## src/rtl/multicycle_cpu_control.sv

```systemverilog
// Multi-cycle RV32I control unit. It steps each instruction through
// FETCH/DECODE/EXEC/MEM/WB, stalls while MIO_ready is low, and traps on
// illegal opcodes or on an optional memory wait timeout.
module multicycle_cpu_control #(
    parameter int unsigned TIMEOUT_CYCLES = 0,
    parameter int unsigned CNT_W          = 8
) (
    input  logic       clk,
    input  logic       rst_n,
    input  logic [4:0] OPcode,
    input  logic [2:0] Fun3,
    input  logic       Fun7,
    input  logic       MIO_ready,
    output logic [2:0] ImmSel,
    output logic       ALUSrc_B,
    output logic [1:0] MemtoReg,
    output logic [3:0] ALU_Control,
    output logic       Jump,
    output logic       Branch,
    output logic       RegWrite,
    output logic       MemRW,
    output logic       CPU_MIO,
    output logic       PCWrite,
    output logic       IRWrite,
    output logic [2:0] state,
    output logic       trap,
    output logic       bus_timeout
);

    localparam logic [2:0] ST_FETCH  = 3'd0;
    localparam logic [2:0] ST_DECODE = 3'd1;
    localparam logic [2:0] ST_EXEC   = 3'd2;
    localparam logic [2:0] ST_MEM    = 3'd3;
    localparam logic [2:0] ST_WB     = 3'd4;
    localparam logic [2:0] ST_TRAP   = 3'd7;

    localparam logic [4:0] OP_R      = 5'b01100;
    localparam logic [4:0] OP_I      = 5'b00100;
    localparam logic [4:0] OP_LOAD   = 5'b00000;
    localparam logic [4:0] OP_STORE  = 5'b01000;
    localparam logic [4:0] OP_BRANCH = 5'b11000;
    localparam logic [4:0] OP_JAL    = 5'b11011;
    localparam logic [4:0] OP_JALR   = 5'b11001;
    localparam logic [4:0] OP_LUI    = 5'b01101;
    localparam logic [4:0] OP_AUIPC  = 5'b00101;

    localparam logic [2:0] IMM_I = 3'b000;
    localparam logic [2:0] IMM_S = 3'b001;
    localparam logic [2:0] IMM_B = 3'b010;
    localparam logic [2:0] IMM_J = 3'b011;
    localparam logic [2:0] IMM_U = 3'b100;

    localparam logic [3:0] ALU_ADD  = 4'b0000;
    localparam logic [3:0] ALU_SUB  = 4'b1000;
    localparam logic [3:0] ALU_SLT  = 4'b0010;
    localparam logic [3:0] ALU_SLTU = 4'b0011;

    localparam logic [CNT_W-1:0] CNT_MAX     = '1;
    localparam logic [CNT_W-1:0] TIMEOUT_LIM = CNT_W'(TIMEOUT_CYCLES);

    logic [2:0]       state_q, state_d;
    logic [CNT_W-1:0] cnt_q, cnt_d;
    logic             trap_q, trap_d;
    logic             bto_q, bto_d;

    logic is_load, is_store, is_branch, is_jump, is_legal;
    logic wait_c;

    assign is_load   = (OPcode == OP_LOAD);
    assign is_store  = (OPcode == OP_STORE);
    assign is_branch = (OPcode == OP_BRANCH);
    assign is_jump   = (OPcode == OP_JAL) || (OPcode == OP_JALR);
    assign is_legal  = (OPcode == OP_R) || (OPcode == OP_I) || is_load || is_store ||
                       is_branch || is_jump || (OPcode == OP_LUI) || (OPcode == OP_AUIPC);

    assign state       = state_q;
    assign trap        = trap_q;
    assign bus_timeout = bto_q;

    // Datapath operand/immediate/ALU selects, decoded straight from the IR fields.
    always_comb begin
        ImmSel      = IMM_I;
        ALUSrc_B    = 1'b0;
        MemtoReg    = 2'b00;
        ALU_Control = ALU_ADD;
        case (OPcode)
            OP_R: ALU_Control = {Fun7, Fun3};
            OP_I: begin
                ALUSrc_B    = 1'b1;
                // Fun7 only selects SRA vs SRL; for other I-ops inst[30] is immediate data.
                ALU_Control = (Fun3 == 3'b101) ? {Fun7, Fun3} : {1'b0, Fun3};
            end
            OP_LOAD: begin
                ALUSrc_B = 1'b1;
                MemtoReg = 2'b01;
            end
            OP_STORE: begin
                ImmSel   = IMM_S;
                ALUSrc_B = 1'b1;
            end
            OP_BRANCH: begin
                ImmSel = IMM_B;
                case (Fun3[2:1])
                    2'b10:   ALU_Control = ALU_SLT;
                    2'b11:   ALU_Control = ALU_SLTU;
                    default: ALU_Control = ALU_SUB;
                endcase
            end
            OP_JAL: begin
                ImmSel   = IMM_J;
                MemtoReg = 2'b10;
            end
            OP_JALR: begin
                ALUSrc_B = 1'b1;
                MemtoReg = 2'b10;
            end
            OP_LUI: begin
                ImmSel   = IMM_U;
                ALUSrc_B = 1'b1;
                MemtoReg = 2'b11;
            end
            OP_AUIPC: begin
                ImmSel   = IMM_U;
                ALUSrc_B = 1'b1;
            end
            default: ;
        endcase
    end

    // Next-state, wait-timeout and strobe logic; strobes are held low during reset.
    always_comb begin
        state_d  = state_q;
        cnt_d    = '0;
        trap_d   = trap_q;
        bto_d    = bto_q;
        wait_c   = 1'b0;
        Jump     = 1'b0;
        Branch   = 1'b0;
        RegWrite = 1'b0;
        MemRW    = 1'b0;
        CPU_MIO  = 1'b0;
        PCWrite  = 1'b0;
        IRWrite  = 1'b0;

        case (state_q)
            ST_FETCH: begin
                CPU_MIO = 1'b1;
                if (MIO_ready) begin
                    IRWrite = 1'b1;
                    state_d = ST_DECODE;
                end else begin
                    wait_c = 1'b1;
                end
            end
            ST_DECODE: state_d = is_legal ? ST_EXEC : ST_TRAP;
            ST_EXEC: begin
                if (is_branch) begin
                    Branch  = 1'b1;
                    PCWrite = 1'b1;
                    state_d = ST_FETCH;
                end else if (is_load || is_store) begin
                    state_d = ST_MEM;
                end else begin
                    state_d = ST_WB;
                end
            end
            ST_MEM: begin
                CPU_MIO = 1'b1;
                MemRW   = is_store;
                if (MIO_ready) begin
                    PCWrite = is_store;
                    state_d = is_store ? ST_FETCH : ST_WB;
                end else begin
                    wait_c = 1'b1;
                end
            end
            ST_WB: begin
                RegWrite = 1'b1;
                PCWrite  = 1'b1;
                Jump     = is_jump;
                state_d  = ST_FETCH;
            end
            ST_TRAP: state_d = ST_TRAP;
            default: state_d = ST_TRAP;
        endcase

        // A ready cycle never counts as a wait, so completion beats the timeout.
        if (wait_c) begin
            cnt_d = (cnt_q == CNT_MAX) ? cnt_q : cnt_q + CNT_W'(1);
            if ((TIMEOUT_CYCLES != 0) && (cnt_d >= TIMEOUT_LIM)) begin
                state_d = ST_TRAP;
                bto_d   = 1'b1;
            end
        end

        if (state_d == ST_TRAP) begin
            trap_d = 1'b1;
        end

        if (!rst_n) begin
            Jump     = 1'b0;
            Branch   = 1'b0;
            RegWrite = 1'b0;
            MemRW    = 1'b0;
            CPU_MIO  = 1'b0;
            PCWrite  = 1'b0;
            IRWrite  = 1'b0;
        end
    end

    // State, timeout counter and sticky fault flags with synchronous reset.
    always_ff @(posedge clk) begin
        if (!rst_n) begin
            state_q <= ST_FETCH;
            cnt_q   <= '0;
            trap_q  <= 1'b0;
            bto_q   <= 1'b0;
        end else begin
            state_q <= state_d;
            cnt_q   <= cnt_d;
            trap_q  <= trap_d;
            bto_q   <= bto_d;
        end
    end

endmodule

```

## config.mk

```make
export PLATFORM = sky130hd
export DESIGN_NAME = multicycle_cpu_control
export DESIGN_NICKNAME = d
export VERILOG_FILES = /design/src/rtl/multicycle_cpu_control.sv
export SDC_FILE = /design/constraint.sdc
export NUM_CORES = 1
export LEC_CHECK = 0
export ABC_CLOCK_PERIOD_IN_PS = 1800
export CAP_MARGIN = 20
export CORE_UTILIZATION = 39
export DETAILED_ROUTE_END_ITERATION = 16
export HOLD_SLACK_MARGIN = 0.06
export PLACE_DENSITY_LB_ADDON = 0.05
export RECOVER_POWER = 50
export SLEW_MARGIN = 30
export SYNTH_ARGS = -nofsm -noshare
export SYNTH_HDL_FRONTEND = slang
export SYNTH_SLANG_ARGS = --single-unit
```

## constraint.sdc

```tcl
create_clock -name clk -period 1.8 [get_ports clk]
set_input_delay 0.18 -clock clk [delete_from_list [all_inputs] [get_ports clk]]
set_output_delay 0.18 -clock clk [all_outputs]
set_load 0.01 [all_outputs]
```

Word-level counts from Yosys, hierarchy flattened
Cells that the tools add are included.
- flip-flop bits (word level): 4
- word-level logic and storage cells: 63
- equal/unequal tests: 16
- multiplexer cells: 30
- reduce and logical (&&, ||, !) cells: 15
- operators with widths (cell ; count):
    3-bit two-way mux ; 6
    1-bit two-way mux ; 17
    5-bit by 4-bit equality test with 1-bit output (second input constant) ; 3
    5-bit equality test (second input constant) ; 3
    3-bit case mux with 5 select lines ; 1
    3-bit case mux with 4 select lines ; 1
    4-bit case mux with 3 select lines ; 1
    5-bit by 3-bit equality test with 1-bit output (second input constant) ; 2
    3-bit equality test (second input constant) ; 3
    1-bit logical OR ; 9
    4-bit case mux with 2 select lines ; 1
    3-bit by 2-bit equality test with 1-bit output (second input constant) ; 2
    2-bit case mux with 3 select lines ; 1
    2-bit OR reduction ; 3
    6-bit OR reduction ; 1
    5-bit zero test ; 1
    2-bit equality test (second input constant) ; 2
    4-bit two-way mux ; 1
    3-bit by 1-bit equality test with 1-bit output (second input constant) ; 1
    3-bit zero test ; 1
    1-bit case mux with 3 select lines ; 1

Depth between registers and ports, before layout
- word-level depth: 11
- mapped depth: 5
- depth with buffers taken out: 4

Least setup slack after synthesis
Ideal clock, no wire load.
- path type: reg2out
- start: register state_q[0], in the netlist state[0]
- end: output port PCWrite
- arrival time: 1.163 ns
- setup slack: 0.457 ns
- cell stages (with the launch flop): 6
- path buffers: 1
- cells stage by stage: dfxtp_1 -> buf_2 -> nand2_1 -> mux2i_1 -> nand2_1 -> o21ai_0
- longest elaborated chain between the ends: 3
- elaborated cells on any way between the ends: 5
- those cells by class: eq/ne: 3; mux: 2
- RTL lines (what ; line ; RTL):
    start: declaration ; 61 ; logic [2:0] state_q, state_d;
    start signal: assignment ; 219 ; state_q <= state_d;
    3-bit equality test / 3-bit by 2-bit equality test with 1-bit output (equally long branches) ; 145 ; case (state_q)
    1-bit case mux with 3 select lines * ; 145 ;
    1-bit two-way mux * ; 200 ; if (!rst_n) begin
    end: declaration ; 23 ; output logic PCWrite,
Mark *: on every way between the ends. The rest lies on a longest branch, timed or not.

Final worst setup path
- start: input port OPcode[3]
- end: output port ALUSrc_B
- longest elaborated chain between the ends: 3
- elaborated cells on any way between the ends: 8
- those cells by class: eq/ne: 5; mux: 1; reduce/logical: 2
- RTL lines (what ; line ; RTL):
    start: declaration ; 10 ; input logic [4:0] OPcode,
    5-bit by 4-bit equality test with 1-bit output, or another cell as far along ; 86 ; case (OPcode)
    6-bit OR reduction (no line) * ; - ;
    1-bit two-way mux * ; 86 ;
    end: declaration ; 15 ; output logic ALUSrc_B,
Marks and branches as above.

==> results.env <==
RUN_STATUS='finished clean'
IO_BUFFER_COUNT=32
RATIO_OF_CELLS_WITH_DRIVE_ABOVE_1_IN_THE_FINAL_LAYOUT=0.281
SYNTHMUXAREASHARE=0.0385
P_SW_FRAC=0.364
GRT_FIRST_PASS_WIRELENGTH_UM=2910
SYNTH-MAIN-FF-CELL='dfxtp_1'
CLOCK_POWER_SHARE=0.236
CORE_REGION_AREA_UM2=1320
POST_CTS.REPAIR.SETUP_BUFFERS=0
STDCELL_COUNT=150
STATIC-LEAKAGE-POWER_nW=0.514
CRIT-REG2REG-CAPTURE='state[2]'
LAYOUT.FILLER_CELLS=103
DRTANTENNAVIOLNETS=0
SEQ_POWER_SHARE=0.237
WORST_SETUP_PATH_END_KIND='output port'
GRT_ANTENNA_BEFORE_REPAIR=0
AREA.GROWTH.SYNTH_TO_FINAL_PCT=92.5
CELLS_ON_WORST_HOLD_PATH=2
GRT_OVERFLOW=0
DRV_SLEW=0
CP_SLOWEST_CELL='clkdlybuf4s50_1'
MAXIMUM_FANOUT_ENCOUNTERED_ON_THE_CRITICAL_TIMING_PATH=4
SYNTH.NET_COUNT=96
P_COMB_FRAC=0.528
TRACK_USAGE=0.270
DETAILEDROUTE.FIRSTPASSITERATIONCOUNT=4
TIMING.REG2REG.WORST_PATH_DEPTH=4
CRITICAL_PATH_BUF_INV_COUNT=2
CTS_ROOT_BUFFER='clkbuf_4'
ASYNC_RESET_FF_FRAC=0
SYNTH_SEQUENTIAL_AREA_RATIO=0.145
YS_WARN_COUNT=0
SHARE_OF_THE_SYNTHESIZED_NETLIST_AREA_TAKEN_BY_XOR_AND_XNOR_GATES=0.0158
WORSTREG2REGSTART='state[0]'
PRE_CTS_SLACK_NS=-0.380
GRT_MAX_DEGREE=10
CRITICAL-PATH-MAX-STAGE-DELAY_NS=0.48
CLK_PIN_SLEW_NS=0.04
RD_PLACE_CONGESTION=0.780
HOLDPATHEND='trap'
NETSW_W=0.000176
DISTINCT_CELL_TYPE_COUNT_AFTER_SYNTHESIS=38
DRT_ITER0_DRC=22
NUMPLACEDINSTANCES=147
FLOORPLAN.ROWS=13
DP_HPWL_UM=1400
CRITICAL_PATH.STARTPOINT_TYPE='input pin'
MAX_FREQ_MHz=562
ROUTEDWLPERCELL_UM=13.4
LAYOUT_NETS=149
AREA_SHARE_OF_FA_HA_MAJ_CELLS_AFTER_SYNTHESIS=0.0181
POWER.DENSITY_nW_PER_UM2=455
TIMING.FINAL.CRIT_SHARE=0.989
DIE-AREA_UM2=1570
CELLINTERNALPOWER_W=0.000309
SYNTH_AREA_UM2=553
START_TO_END_TYPE_OF_THE_WORST_SETUP_PATH='input pin to output port'
FINAL_WORST_CLOCK_SKEW_NS=0.00718
ROUTE.VIAS.TOTAL=830
DIE_W_UM=39.7
FLOORPLAN.INITIALDENSITY=0.420
DIE-HEIGHT_UM=39.7
ANTENNA_CELLS=0
IR_WORST_VDD_V=0.000381
COMBINATIONAL_FAMILY_WITH_THE_MOST_AREA_AFTER_SYNTHESIS='simple AND/OR/NAND/NOR gates'
TRITONCTS='built'
CLOCK_PATH_BUFFERS=2
MIN-DELAY-PATH-CLASS='flip-flop to flip-flop'
ROUTED_WL_UM=2010
TRITONCTS_BUFFERS=3
FINALSETUPVIOLCOUNT=0
R2R_SETUP_SLACK_NS=0.42
SYNTH-SEQ-CELLS=4
CTS-HTREE-LEVELS=1
CLOCK_LATENCY_NS=0.24
DRC=0
SETUP_WS_NS=0.0202
CP_TOP_FAMILY='buffers and inverters'
FLOORPLAN.IO_PINS=34
HOLD_PATH.STARTPOINT='trap'
DETAIL_ROUTE.VIAS_PER_CELL=5.53
CRITICAL_PATH_REQUIRED_NS=1.62
TRITONCTS_NUM_SINKS=4
GRT_PASS1_VIAS=689
POST-ROUTE-MIN-PERIOD_NS=1.78
SYNTH_COMPOUND_AREA_FRAC=0.233
YOSYS.AREA_SHARE.SIMPLE=0.416
FIN_HOLD_WS_NS=0.439
CTS_HOLD_REPAIR.BUFFERS=0
SYNTHESIS.AREA_PER_INSTANCE_UM2=6.58
CP_DATA_ARRIVAL_TIME_NS=1.60
FINALHOLDVIOLCOUNT=0
SYNTH_CELLS=84
NUMBER_OF_ENABLE_FLIP_FLOP_CELLS_AFTER_SYNTHESIS=0
TIMING.MAX_CAP.VIOLATIONS=0
DESIGN_POWER_TOTAL_W=0.000485
CRIT_CHAIN='clkdlybuf4s50_1 > nand2_1 > or3_1 > a21oi_2 > clkdlybuf4s15_2'
==> worst max-delay path by stage <==
stage / from / endpoint / slack [ns] / cells past startpoint
after global placement: OPcode[1] / Branch / -0.37 / 5
final: OPcode[3] / ALUSrc_B / 0.02 / 5
after floorplan: state[0] / PCWrite / 0.46 / 5
after detailed placement: OPcode[1] / Branch / -0.38 / 5
after CTS: OPcode[1] / ALU_Control[0] / 0.006 / 6
after global routing: OPcode[3] / ALUSrc_B / -0.01 / 5
==> cells in the final DEF (no fill, tap or decap), drive strengths merged, types with 2 or more instances in the layout <==
cell type	instances
dlygate4sd2	8
nor3	6
nor2	4
and3	4
and4	2
clkbuf	6
clkdlybuf4s50	12
nor4	3
dlygate4sd3	2
clkdlybuf4s15	4
nand2	9
nand3	5
or3	2
dlymetal6s2s	3
a21oi	5
inv	9
buf	21
dfxtp	4
o21ai	6
==> metal layers <==
layer,track usage,wire length [µm],vias to the layer above
li1,-,-,409
met1,0.350,848,372
met2,0.447,988,43
met3,0.0511,139,6
met4,0.0690,32,0
met5,0,0,-
==> cell usage after synthesis (all sizes together), types with 2 or more instances <==
library cell  number  area share
inv                9       0.061
nand2              9       0.061
nor3               6       0.054
o21ai              6       0.054
a21oi              5       0.045
nand3              5       0.045
and3               4       0.045
buf                4       0.052
dfxtp              4        0.14
nor2               4       0.027
nor4               3       0.061
and4               2       0.032
clkbuf             2       0.014
or3                2       0.032
==> registers in the layout, indices dropped and copies added, names as in the netlist <==
signal	cells
state	3
trap	1
==> area by class of cell <==
type,count,area [µm²],area share
timing repair buffer,54,469,0.441
inverter,9,33.8,0.0317
tap,15,18.8,0.0176
clock buffer,3,22.5,0.0212
sequential,4,80.1,0.0752
multi-input combinational,65,440,0.414
==> cell families (layout without fill, tap and decap cells) <==
| kind of cell | count (synthesis) | after routing |
|---|---|---|
| flip-flops | 4 | 4 |
| multiplexers | 2 | 2 |
| XOR/XNOR | 1 | 1 |
| adder cells (fa/ha/maj) | 1 | 1 |
| AO/OA/AOI/OAI | 20 | 20 |
| AND/OR/NAND/NOR | 40 | 40 |
| buffers and inverters | 15 | 66 |
| other | 1 | 1 |
==> worst reg2reg max path, stage by stage, from the launching register on <==
cell	delay, ns
dfxtp_1	0.36
clkbuf_2	0.22
maj3_1	0.39
nor3_1	0.17
o32ai_1	0.10
==> metrics by stage <==
step           TNS (ns)  utilization  area (µm²)
2_1_floorplan         0            -         553
6_report              0        0.808        1060
4_1_cts               0        0.801        1050
5_1_grt         -0.0145        0.808        1060
3_3_place_gp      -3.55        0.775        1020
3_5_place_dp      -4.01        0.775        1020
==> power groups by stage <==
| stage | Combinational (W) | Sequential [W] | Clock [W] |
|---|---|---|---|
| finish | 0.000256 | 0.000115 | 0.000114 |
| global route | 0.000275 | 0.000117 | 0.000124 |
| global placement | 0.000248 | 0.000116 | 0 |
| detailed placement | 0.000252 | 0.000116 | 0 |
| floorplan | 0.000105 | 0.000123 | 0 |
| CTS | 0.000255 | 0.000115 | 0.000117 |
==> timing repair <==
item                       4_1_cts  5_1_grt
pin swaps                        0        2
resized for setup               28       10
setup endpoints to repair       14       10
Note: power is estimated with default switching activity, not from simulation.
